File: config.mk
export PLATFORM = sky130hd
export DESIGN_NAME = hex_word_assembler
export DESIGN_NICKNAME = d
export VERILOG_FILES = /design/src/rtl/mxv_pkg.sv /design/src/rtl/hex_word_assembler.sv
export SDC_FILE = /design/constraint.sdc
export NUM_CORES = 1
export LEC_CHECK = 0
export ABC_AREA = 1
export CAP_MARGIN = 15
export CORE_MARGIN = 1.5
export CORE_UTILIZATION = 50
export DETAILED_ROUTE_END_ITERATION = 8
export PLACE_DENSITY_LB_ADDON = 0.05
export SYNTH_ARGS = -nofsm -noshare
export SYNTH_HDL_FRONTEND = slang
export SYNTH_SLANG_ARGS = --single-unit
File: constraint.sdc
create_clock -name clk -period 2.7 [get_ports clk]
set_clock_uncertainty 0.15 [all_clocks]
set_input_delay 0.27 -clock clk [delete_from_list [all_inputs] [get_ports clk]]
set_output_delay 0.27 -clock clk [all_outputs]
set_load 0.005 [all_outputs]
File: src/rtl/mxv_pkg.sv
// mxv_pkg -- shared types for the hex word assembler.
//   data_hex_t     : 5-bit code from ascii2hex (0-15 digit, 30 separator, rest invalid)
//   HEX_SEP        : separator code
//   hexasm_state_t : accumulator FSM states
package mxv_pkg;

  typedef logic [4:0] data_hex_t;

  localparam data_hex_t HEX_SEP = 5'd30;

  typedef enum logic {
    IDLE  = 1'b0,
    ACCUM = 1'b1
  } hexasm_state_t;

endpackage

File: src/rtl/hex_word_assembler.sv
// hex_word_assembler -- packs a stream of hex digit codes into words.
// Digits are shifted in MSB-first until a separator completes the word,
// which is then handed to a one-entry output register with valid/ready.
// Optional feature macro: MXV_HEXASM_STATS_EN (emitted-word counter on word_cnt).
//
// Ports:
//   clk        in   system clock, rising edge
//   rst        in   asynchronous active-high reset
//   hex_valid  in   hex carries a received character this cycle
//   hex        in   data_hex_t code from ascii2hex
//   word_ready in   downstream accepts word this cycle
//   word       out  assembled value, zero-extended in the MSBs
//   word_valid out  word holds an unaccepted value
//   ovf_err    out  one-cycle pulse: digit beyond DIGITS dropped
//   drop_err   out  one-cycle pulse: completed word lost to overrun
//   word_cnt   out  emitted-word count (0 when stats are not built)
//
// state | meaning
// IDLE  | no partial word; separators ignored
// ACCUM | at least one digit collected; separator completes the word
module hex_word_assembler
  import mxv_pkg::*;
#(
  parameter int DIGITS = 2,
  parameter int DATA_W = 4 * DIGITS
) (
  input  logic              clk,
  input  logic              rst,
  input  logic              hex_valid,
  input  data_hex_t         hex,
  input  logic              word_ready,
  output logic [DATA_W-1:0] word,
  output logic              word_valid,
  output logic              ovf_err,
  output logic              drop_err,
  output logic [7:0]        word_cnt
);

  localparam int CNT_W = $clog2(DIGITS + 1);

  hexasm_state_t     state;
  logic [DATA_W-1:0] acc;
  logic [CNT_W-1:0]  cnt;

  logic              is_digit;
  logic              is_sep;
  logic              word_done;
  logic              word_load;
  logic [DATA_W+3:0] acc_ext;

  assign is_digit  = hex_valid && !hex[4];
  assign is_sep    = hex_valid && (hex == HEX_SEP);
  assign word_done = (state == ACCUM) && is_sep;
  // The output register can take a new word when empty or being drained now.
  assign word_load = word_done && (!word_valid || word_ready);
  // Concatenate then truncate so DIGITS=1 needs no special-case slice.
  assign acc_ext   = {acc, hex[3:0]};

  always_ff @(posedge clk or posedge rst) begin
    if (rst) begin
      state      <= IDLE;
      acc        <= '0;
      cnt        <= '0;
      word       <= '0;
      word_valid <= 1'b0;
      ovf_err    <= 1'b0;
      drop_err   <= 1'b0;
    end else begin
      ovf_err  <= 1'b0;
      drop_err <= 1'b0;

      if (word_valid && word_ready) begin
        word_valid <= 1'b0;
      end

      case (state)
        IDLE: begin
          if (is_digit) begin
            acc   <= DATA_W'(hex[3:0]);
            cnt   <= CNT_W'(1);
            state <= ACCUM;
          end
        end
        ACCUM: begin
          if (is_digit) begin
            if (cnt == CNT_W'(DIGITS)) begin
              ovf_err <= 1'b1;
            end else begin
              acc <= acc_ext[DATA_W-1:0];
              cnt <= cnt + CNT_W'(1);
            end
          end else if (is_sep) begin
            state <= IDLE;
            cnt   <= '0;
            if (word_load) begin
              word       <= acc;
              word_valid <= 1'b1;
            end else begin
              drop_err <= 1'b1;
            end
          end
        end
        default: state <= IDLE;
      endcase
    end
  end

`ifdef MXV_HEXASM_STATS_EN
  always_ff @(posedge clk or posedge rst) begin
    if (rst) begin
      word_cnt <= '0;
    end else if (word_load) begin
      word_cnt <= word_cnt + 8'd1;
    end
  end
`else
  assign word_cnt = '0;
`endif

endmodule
## Word-level counts from Yosys, hierarchy flattened

Cells that the tools add are included.

| storage, ports and cells | value |
|---|---|
| register bits | 22 |
| bits in latches | 0 |
| memory bits (writable) | 0 |
| memory bits (read-only) | 0 |
| input port bits | 9 |
| output and inout bits | 19 |
| word-level logic and storage cells | 53 |
| memories kept | 0 |

| cells by class | value |
|---|---|
| add/subtract/negate cells | 1 |
| multipliers | 0 |
| divide/modulo/power cells | 0 |
| $lt $le $gt $ge | 0 |
| equality and inequality tests | 7 |
| shift-type cells | 0 |
| mux-type cells | 25 |
| bitwise gates (word level) | 2 |
| reductions and logical operators | 11 |

Operators with widths:

| kind | number |
|---|---|
| $mux W8 | 3 |
| $pmux W8 S2 | 1 |
| $mux W1 | 15 |
| $mux W2 | 4 |
| $reduce_and A3 Y1 | 2 |
| $eq A5 B5 Y1 const B | 1 |
| $logic_and A1 B1 Y1 | 5 |
| $ne A2 B2 Y1 const B | 2 |
| $pmux W2 S2 | 1 |
| $reduce_and A4 Y1 | 1 |
| $ne A3 B1 Y1 const B | 1 |
| $ne A3 B3 Y1 const B | 1 |
| $add A2 B1 Y2 const B | 1 |
| $eq A2 B2 Y1 const B | 1 |
| $logic_not A1 Y1 | 2 |
| $ne A2 B1 Y1 const B | 1 |
| $not A1 Y1 | 2 |
| $pmux W1 S2 | 1 |
| $logic_or A1 B1 Y1 | 1 |

## Depth between registers and ports, before layout

Gate-level depths: netlist (run 1).

| depth | value |
|---|---|
| word-level depth | 8 |
| mapped depth | 7 |
| depth with buffers taken out | 7 |

## Worst setup path before layout (run 1)

Ideal clock, no wire load.

| path | value |
|---|---|
| path type | reg-to-reg |
| start | register cnt[0] |
| end | register cnt[0] |
| library setup time | 65 ps |
| arrival | 1101 ps |
| data required time | 2485 ps |
| slack | 1384 ps |
| cell stages (with the launch flop) | 7 |
| path buffers | 1 |
| clock period less this slack | 1316 ps |
| path through | dfrtp_1 > inv_1 > ha_1 > a21oi_4 > buf_6 > o21ai_0 > nand2_1 |

| on the way | value |
|---|---|
| longest elaborated chain between the ends | 4 |
| elaborated cells on any way between the ends | 7 |
| classes of those cells | 1 x add/sub; 2 x eq/ne; 3 x mux; 1 x reduce/logical |

RTL lines:

| element | line | RTL |
|---|---|---|
| start, declared | hex_word_assembler.sv:43 | `logic [CNT_W-1:0] cnt;` |
| start signal, assigned | hex_word_assembler.sv:90 | `cnt <= cnt + CNT_W'(1);` |
| $add A2 B1 Y2 | hex_word_assembler.sv:90 |  |
| $mux W2 | hex_word_assembler.sv:86 | `if (cnt == CNT_W'(DIGITS)) begin` |
| $mux W2 | hex_word_assembler.sv:85 | `if (is_digit) begin` |
| $pmux W2 S2 | hex_word_assembler.sv:76 | `case (state)` |

Several ways; a longest one is shown, not always the timed one. The select of a mux whose other input is x is not followed.
A chain may end at the register's enable or synchronous reset.

## Final worst setup path (run 1)

| path | value |
|---|---|
| start | register word_valid |
| end | output port word_valid |

RTL lines:

| element | line | RTL |
|---|---|---|
| start, declared | hex_word_assembler.sv:33 | `output logic word_valid,` |
| start signal, assigned | hex_word_assembler.sv:65 | `word_valid <= 1'b0;` |
| start signal, assigned | hex_word_assembler.sv:73 | `word_valid <= 1'b0;` |
| start signal, assigned | hex_word_assembler.sv:97 | `word_valid <= 1'b1;` |

No word-level cell between the ends.

==> results of run 1 <==
layout make-up:
class | instances | share of cell area
flip-flops and latches | 22 | 0.449
well taps | 27 | 0.0275
multi-input cells | 65 | 0.294
repair buffers | 19 | 0.155
clock buffers | 4 | 0.0296
inverters | 15 | 0.0459
per-stage QoR:
stage | cell area [sq um] | total power [uW] | utilization | cells
6_report | 1230 | 777 | 0.632 | 152
5_1_grt | 1230 | 824 | 0.632 | 152
4_1_cts | 1230 | 785 | 0.632 | 152
3_5_place_dp | 1190 | 607 | 0.613 | 148
3_3_place_gp | 1190 | 600 | 0.613 | 148
2_1_floorplan | 1060 | 531 | - | 113
worst max-delay path by stage:
stage | start | endpoint | slack [ns] | cells after the start
after floorplan | cnt[0] | cnt[0] | 1.38 | 6
after global placement | hex[1] | word[0] | 0.86 | 6
after detailed placement | hex[1] | word[7] | 0.83 | 6
after CTS | word_valid | word_valid | 1.09 | 1
after global routing | cnt[0] | cnt[0] | 1.0 | 6
final | word_valid | word_valid | 1.10 | 1
power by group:
group	total (uW)	switching, uW	leakage, uW	internal (uW)
logic	182	88.9	0.000278	93.0
clock network	179	96.9	0.0000210	82.2
registers	416	28.6	0.000283	387
total	777	214	0.000583	563
sequential cells by signal, indices dropped and copies added, names as in the netlist:
| name | flops |
|---|---|
| ovf_err | 1 |
| word | 8 |
| word_valid | 1 |
| state | 1 |
| drop_err | 1 |
| acc | 8 |
| cnt | 2 |
synthesized netlist by cell type:
cell and count:
a21oi_1 1, a21oi_4 1, a22oi_1 1, buf_4 9, buf_6 2, conb_1 1
dfrtp_1 22, ha_1 1, inv_1 15, nand2_1 23, nand3_1 7, nand4_4 1
nor2_1 1, nor2_2 1, nor2_4 1, nor3_1 2, o21ai_0 9, o21ai_2 8
layer usage:
layer / vias to the layer above / routed length, microns
met5: - / 0
met1: 333 / 774
met4: 0 / 32
li1: 356 / -
met3: 4 / 75
met2: 19 / 850
cells by family (layout without fill, tap and decap cells):
kind of cell             after synthesis  count (layout)  share of synthesized area
buffers and inverters                 26              38                      0.142
flip-flops                            22              22                      0.534
other                                  1               8                    0.00364
AND/OR/NAND/NOR                       36              36                      0.169
adder cells (fa/ha/maj)                1               1                     0.0121
AO/OA/AOI/OAI                         20              20                      0.140
layout by cell type, fill, tap and decap left out:
master | netlist | layout
a21oi_1 | 1 | 1
a21oi_4 | 1 | 1
a22oi_1 | 1 | 1
clkbuf_4 | 0 | 3
clkbuf_8 | 0 | 1
clkdlybuf4s50_1 | 0 | 19
conb_1 | 1 | 8
dfrtp_1 | 22 | 22
ha_1 | 1 | 1
inv_1 | 15 | 15
nand2_1 | 23 | 23
nand3_1 | 7 | 7
nand4_4 | 1 | 1
nor2_1 | 1 | 1
nor2_2 | 1 | 1
nor2_4 | 1 | 1
nor3_1 | 2 | 2
o21ai_0 | 9 | 9
o21ai_2 | 8 | 8
==> impl_metrics.yaml, run 1 <==
outcome:
  outcome: "finished clean"
logic_synthesis:
  synthTopCellsByArea: "dfrtp_1, nand2_1, o21ai_2"
  yosysUniqueCellTypes: 18
  seq_area_frac_synth: 0.534
  synth_warnings: 0
  syn-cell-area_sq_um: 1030
  synth.avg_cell_area_sq_um: 9.73
  synth_top_area_share: 0.534
  yosysTopAreaCell: "dfrtp_1"
  synth_cells: 106
  synth_seq_cells: 22
cts:
  cts.sinks: 22
  hold_buffers: 0
  ctsResizeCount: 0
  cts_buffers: 3
  cts_tree: "yes"
  cts_root_buf: "clkbuf_4"
  cts-htree-levels: 1
  post-cts-setup-buffers: 0
  cts_max_path_buffers: 2
  clk-insertion-delay-late_ns: 0.30
  path_clk_slew_ns: 0.12
global_routing:
  gr-max-usage-layer: "met2"
  antenna_found_initial: 0
  use_met2: 0.262
  use_met3: 0.0309
  grt_pass1_wl_microns: 2960
  grt_max_degree: 23
  grt_pass1_vias: 651
  overflow: 0
  use_met1: 0.216
  grtUsageTotal: 0.163
timing:
  layout_min_cycle_time_ns: 1.60
  tightest_slew_ns: 0.815
  period_share: 0.593
  tns_ns: 0
  fmax_mhz: 625
  rsz0062_at_grt: "false"
  setup-violations-final: 0
  whs_ns: 0.276
  final_max_slew_viol_count: 0
  slew_headroom: 0.456
  hold_viol: 0
  worst_slack_ns: 1.10
setup_path:
  arrival_ns: 1.18
  worstPathRequired_ns: 2.28
  slowest_delay_ns: 0.50
  cp-start-kind: "register"
  reg2regPathDepth: 6
  crit_chain: "clkdlybuf4s50_1"
  reg2reg_from: "cnt[0]"
  worst-r2r-setup-slack_ns: 1.14
  cpMaxStageDelayCell: "clkdlybuf4s50_1"
  cp-end-kind: "output port"
  path_delay_family: "buffers and inverters"
  crit_fanout: 2
  timing.rr.end: "cnt[0]"
  worst-path-buf-inv: 1
  critical_path_class: "register to output port"
flow_run:
  drv_cap: 0
final_layout:
  seqCellArea_sq_um: 551
  antennaDiodeCount: 0
  fillers: 181
  syn_to_final_growth_pct: 19.1
  multi_input_comb_area_sq_um: 360
  drive_gt1_frac: 0.128
  layout.nets: 136
drt:
  via_per_inst: 4.68
  wl_per_cell_microns: 11.4
  dr_total_vias: 712
  drc: 0
  drt-total-wl_microns: 1730
  drt_pass1_iterations: 4
  drtIter0Drc: 15
  postRouteAntennaNets: 0
placement:
  finalWeightedCongestion: 0.784
  io_buffers: 19
  hpwl_microns: 1300
  place_ws_ns: 0.832
floorplanning:
  core-area_sq_um: 1940
  fp.dieH_microns: 48.4
  die_x_microns: 48.4
  io_pins: 28
  start_util: 0.531
  rows: 16
  dieArea_sq_um: 2340
power:
  p_per_area_nw_per_um2: 633
  peakVddDrop_v: 0.000489
  p_leak_uw: 0.000583
hold_path:
  hold_path_class: "primary input to async pin"
Power figures use the tool's default switching activity.
==> run 2, diff against run 1 <==
--- a/config.mk
+++ b/config.mk
@@ -8,7 +8,7 @@
 export ABC_AREA = 1
 export CAP_MARGIN = 15
 export CORE_MARGIN = 1.5
-export CORE_UTILIZATION = 50
+export CORE_UTILIZATION = 42
 export DETAILED_ROUTE_END_ITERATION = 8
 export PLACE_DENSITY_LB_ADDON = 0.05
 export SYNTH_ARGS = -nofsm -noshare
==> constraint.sdc (replaced) <==
create_clock -name clk -period 1.4 [get_ports clk]
set_clock_uncertainty 0.15 [all_clocks]
set_input_delay 0.14 -clock clk [delete_from_list [all_inputs] [get_ports clk]]
set_output_delay 0.14 -clock clk [all_outputs]
set_load 0.005 [all_outputs]
==> run 2 against run 1 <==
Die area increased by 18%. Hold slack lost 0.27 ns. Cell area rose by 9.9%. Via count rose by 3.7%. Flip-flop and latch count unchanged. Core utilization shrank 3.4 points. Sequential share of layout area fell by 3.9 points. Combinational power grew 95%. Non-clock buffer count grew 14. Largest cell class unchanged.
==> impl_metrics.yaml, run 2 (synthesized netlist as in run 1, its figures left out) <==
final_layout:
  top_regs: "acc x8, word x8, cnt x2"
  seqCellArea_sq_um: 552
  final_cell_mix: "nand2_1, dfrtp_1, inv_1, buf_4, dlygate4sd2_1"
  final_common_cell: "nand2_1"
  antennaDiodeCount: 0
  layout.nets: 150
  final_util: 0.598
  multi_input_comb_area_sq_um: 363
  fillers: 206
  drive_gt1_frac: 0.230
  syn_to_final_growth_pct: 30.8
drt:
  drtIter0Drc: 15
  met2_length_microns: 923
  m1WireLength_microns: 849
  routed-wl-met3_microns: 60
  drt_pass1_iterations: 4
  via_per_inst: 4.42
  postRouteAntennaNets: 0
  drt-total-wl_microns: 1850
  wl_per_cell_microns: 11.1
  drc: 0
  dr_total_vias: 738
  dr.max_layer_used: "met4"
power:
  pwr-share-seq: 0.532
  p_comb_frac: 0.237
  peakVddDrop_v: 0.000704
  switching_power_uw: 414
  internal_power_uw: 1080
  p_per_area_nw_per_um2: 1110
  pwr-share-clk: 0.231
  p_leak_uw: 0.000702
  p_total_uw: 1500
  sw_frac_of_total: 0.276
floorplanning:
  die_x_microns: 52.5
  dieArea_sq_um: 2760
  start_util: 0.457
  rows: 17
  core-area_sq_um: 2250
  io_pins: 28
  fp.dieH_microns: 52.5
timing:
  fmax_mhz: 753
  rsz0062_at_grt: "false"
  period_share: 0.949
  layout_min_cycle_time_ns: 1.33
  tns_ns: 0
  hold_viol: 0
  worst_slack_ns: 0.0717
  final_max_slew_viol_count: 0
  setup-violations-final: 0
hold_path:
  hold_path_class: "primary input to async pin"
cts:
  clk-insertion-delay-late_ns: 0.30
  path_clk_slew_ns: 0.12
  hold_buffers: 0
  cts.sinks: 22
  cts_root_buf: "clkbuf_4"
  cts_tree: "yes"
  cts-htree-levels: 1
  cts_buffers: 3
  cts_max_path_buffers: 2
setup_path:
  cpMaxStageDelayCell: "dfrtp_1"
  reg2reg_from: "word_valid"
  cp-end-kind: "register"
  crit_top_cell: "nand2_1"
  arrival_ns: 1.39
  slowest_delay_ns: 0.41
  critical_path_class: "register to register"
  crit_chain: "buf_4, nand2_1, nand4_4, buf_12, nand2_1, o21ai_2"
  crit_fanout: 16
  cp-start-kind: "register"
  cp-startpoint: "word_valid"
  worstPathRequired_ns: 1.46
flow_run:
  drv_cap: 0
global_routing:
  grtUsageTotal: 0.150
  overflow: 0
  antenna_found_initial: 0
  grt_pass1_vias: 684
  grt_max_degree: 23
  grt_pass1_wl_microns: 2930
placement:
  place_ws_ns: -0.193
  io_buffers: 19
  hpwl_microns: 1340
  finalWeightedCongestion: 0.702
outcome:
  outcome: "finished clean"
-- run 2: repair_timing --
item / in CTS / in global routing
resized for setup: 11 / 2
buffers inserted: 2 / 0
pin swaps: 0 / 1
setup endpoints to repair: 11 / 9
-- run 2: worst max-delay path: cells and delay by family (launching register included) --
family / cells / cell delay [ns]
compound gates: 1 / 0.05
buf+inv: 2 / 0.30
flops: 1 / 0.41
simple gates: 3 / 0.31
-- run 2: layer usage --
| metal | up-vias | global-route usage |
|---|---|---|
| met2 | 18 | 0.227 |
| met4 | 0 | 0.0897 |
| met1 | 336 | 0.199 |
| met3 | 2 | 0.0257 |
| li1 | 382 | - |
| met5 | - | 0 |
-- run 2: final timing paths --
path                       slack, ns       to  cells past startpoint
setup / recovery                0.07  word[3]                      6
hold / removal                 0.009  word[2]                      3
setup reg to reg                0.07  word[3]                      6
hold reg to reg                 0.34  word[7]                      2
max in group asynchronous       0.86    state                      3
min in group clk                0.27   acc[2]                      3
-- run 2: stage by stage --
| step | instances | hold WS (ns) | cell area [sq um] |
|---|---|---|---|
| after floorplan | 113 | -0.0208 | 1060 |
| final | 167 | 0.00931 | 1350 |
| after CTS | 167 | 0.0139 | 1350 |
| after global routing | 167 | 0.0365 | 1350 |
| after detailed placement | 161 | 0.318 | 1310 |
| after global placement | 161 | 0.313 | 1310 |
-- run 2: layout make-up --
| cell class | count | area share |
|---|---|---|
| inverter | 15 | 0.0417 |
| sequential | 22 | 0.409 |
| clock buffer | 4 | 0.0269 |
| timing repair buffer | 33 | 0.227 |
| tap | 28 | 0.0260 |
| multi-input combinational | 65 | 0.269 |
-- run 2: power groups by stage --
stage               logic (uW)  registers [uW]  clock network (uW)
floorplan                  216             808                   0
global placement           378             809                   0
detailed placement         383             813                   0
CTS                        360             797                 358
global route               407             812                 374
finish                     355             796                 346
==> run 3, diff against run 2 <==
--- a/config.mk
+++ b/config.mk
@@ -7,7 +7,6 @@
 export LEC_CHECK = 0
 export ABC_AREA = 1
 export CAP_MARGIN = 15
-export CORE_MARGIN = 1.5
 export CORE_UTILIZATION = 42
 export DETAILED_ROUTE_END_ITERATION = 8
 export PLACE_DENSITY_LB_ADDON = 0.05
==> run 3 against run 2 <==
Non-clock buffer count is 2 higher. Via count is 5.1% higher. Combinational power is 5.6% higher. Hold slack worse by 0.0076 ns. Sequential share of layout area is 1.0 points lower. Total power is 10% higher. Setup slack better by 0.021 ns. Register-to-register slack better by 0.02 ns. Critical path depth is 1 lower. Die area is 3.8% lower. Largest cell class unchanged. Largest power group unchanged.
==> impl_metrics.yaml, run 3 (synthesized netlist as in run 1, its figures left out) <==
outcome:
  outcome: "finished clean"
timing:
  tns_ns: 0
  worst_slack_ns: 0.0931
  whs_ns: 0.00175
  fmax_mhz: 765
  layout_min_cycle_time_ns: 1.31
  final_max_slew_viol_count: 0
  hold_viol: 0
  period_share: 0.933
  rsz0062_at_grt: "true"
  setup-violations-final: 0
global_routing:
  grt_pass1_vias: 722
  grt_pass1_wl_microns: 3050
  grtUsageTotal: 0.162
  overflow: 0
  antenna_found_initial: 0
  grt_max_degree: 23
drt:
  dr_total_vias: 776
  postRouteAntennaNets: 0
  drc: 0
  drtIter0Drc: 14
  drt_pass1_iterations: 4
  wl_per_cell_microns: 10.7
  via_per_inst: 4.59
  drt-total-wl_microns: 1810
setup_path:
  crit_fanout: 12
  cp-end-kind: "register"
  worstPathRequired_ns: 1.50
  critical_path_class: "register to register"
  arrival_ns: 1.40
  cp-start-kind: "register"
floorplanning:
  rows: 17
  die_x_microns: 51.5
  start_util: 0.457
  core-area_sq_um: 2250
  fp.dieH_microns: 51.5
  dieArea_sq_um: 2660
  io_pins: 28
final_layout:
  top_regs: "acc x8, word x8, cnt x2"
  drive_gt1_frac: 0.241
  fillers: 204
  syn_to_final_growth_pct: 34.2
  antennaDiodeCount: 0
  final_common_cell: "nand2_1"
  final_cell_mix: "nand2_1, dfrtp_1, inv_1, buf_4, dlygate4sd2_1"
  layout.nets: 152
cts:
  cts-htree-levels: 1
  cts_max_path_buffers: 2
  clk-insertion-delay-late_ns: 0.31
  cts_root_buf: "clkbuf_4"
  path_clk_slew_ns: 0.12
  cts.sinks: 22
  cts_tree: "yes"
  cts_buffers: 3
power:
  peakVddDrop_v: 0.000653
  p_per_area_nw_per_um2: 1190
  p_leak_uw: 0.000718
hold_path:
  hold_path_class: "primary input to async pin"
placement:
  finalWeightedCongestion: 0.697
  io_buffers: 19
  place_ws_ns: -0.179
  hpwl_microns: 1350
flow_run:
  drv_cap: 0
## run 3: cell count changes in the layout (fill, tap and decap cells not counted)
cell | previous run | this run
buf_4 | 12 | 13
o21ai_0 | 9 | 8
o21ai_1 | 0 | 1
bufinv_16 | 0 | 1
clkbuf_8 | 1 | 0
buf_6 | 0 | 1
## run 3: final timing paths
path	slack [ns]	cells past startpoint	endpoint	from
max in group asynchronous	0.87	3	state	rst
min in group clk	0.27	3	acc[1]	hex[1]
max	0.09	5	acc[4]	state
min	0.002	3	word[4]	rst
min reg2reg	0.34	2	word[3]	word[3]
max reg2reg	0.09	5	acc[4]	state
## run 3: repair_timing
item,4_1_cts,5_1_grt
cloned,0,0
pin swaps,0,1
hold buffers,0,0
gates resized for setup,11,4
endpoints found under the setup margin,11,10
setup buffers,2,2
endpoints found under the hold margin,0,0
## run 3: final cells by class
cell class	instances	area [sq um]	area share
Inverter	15	56.3	0.0407
Clock inverter	1	30.0	0.0217
Timing Repair Buffer	35	325	0.235
Sequential cell	22	552	0.399
Multi-Input combinational cell	65	363	0.262
Tap cell	28	35.0	0.0253
Clock buffer	3	22.5	0.0163
## run 3: where the power goes
group	total [uW]	internal (uW)	switching, uW
logic	375	191	184
registers	794	747	47.1
clock network	480	289	191
total	1650	1230	422
## run 3: per-stage QoR
step                instance area, sq um  power, uW   util  cells
floorplan                           1060       1020      -    113
global placement                    1310       1190  0.580    161
detailed placement                  1310       1200  0.580    161
CTS                                 1360       1660  0.604    167
global route                        1380       1760  0.614    169
finish                              1380       1650  0.614    169
## run 3: worst max-delay path, cell delays in order, from the launching register on
cell and delay [ns]:
dfrtp_2 0.46, buf_4 0.15, a21oi_4 0.20, buf_12 0.15, nand3_1 0.06, o21ai_1 0.08
## run 3: routing by layer
| layer | vias to the layer above | track usage | wire length [microns] | share of wire |
|---|---|---|---|---|
| met2 | 13 | 0.273 | 888 | 0.49 |
| met5 | - | 0 | 0 | 0 |
| met3 | 4 | 0.0263 | 59 | 0.033 |
| met4 | 0 | 0.0946 | 44 | 0.024 |
| met1 | 366 | 0.194 | 822 | 0.45 |
| li1 | 393 | - | - | - |
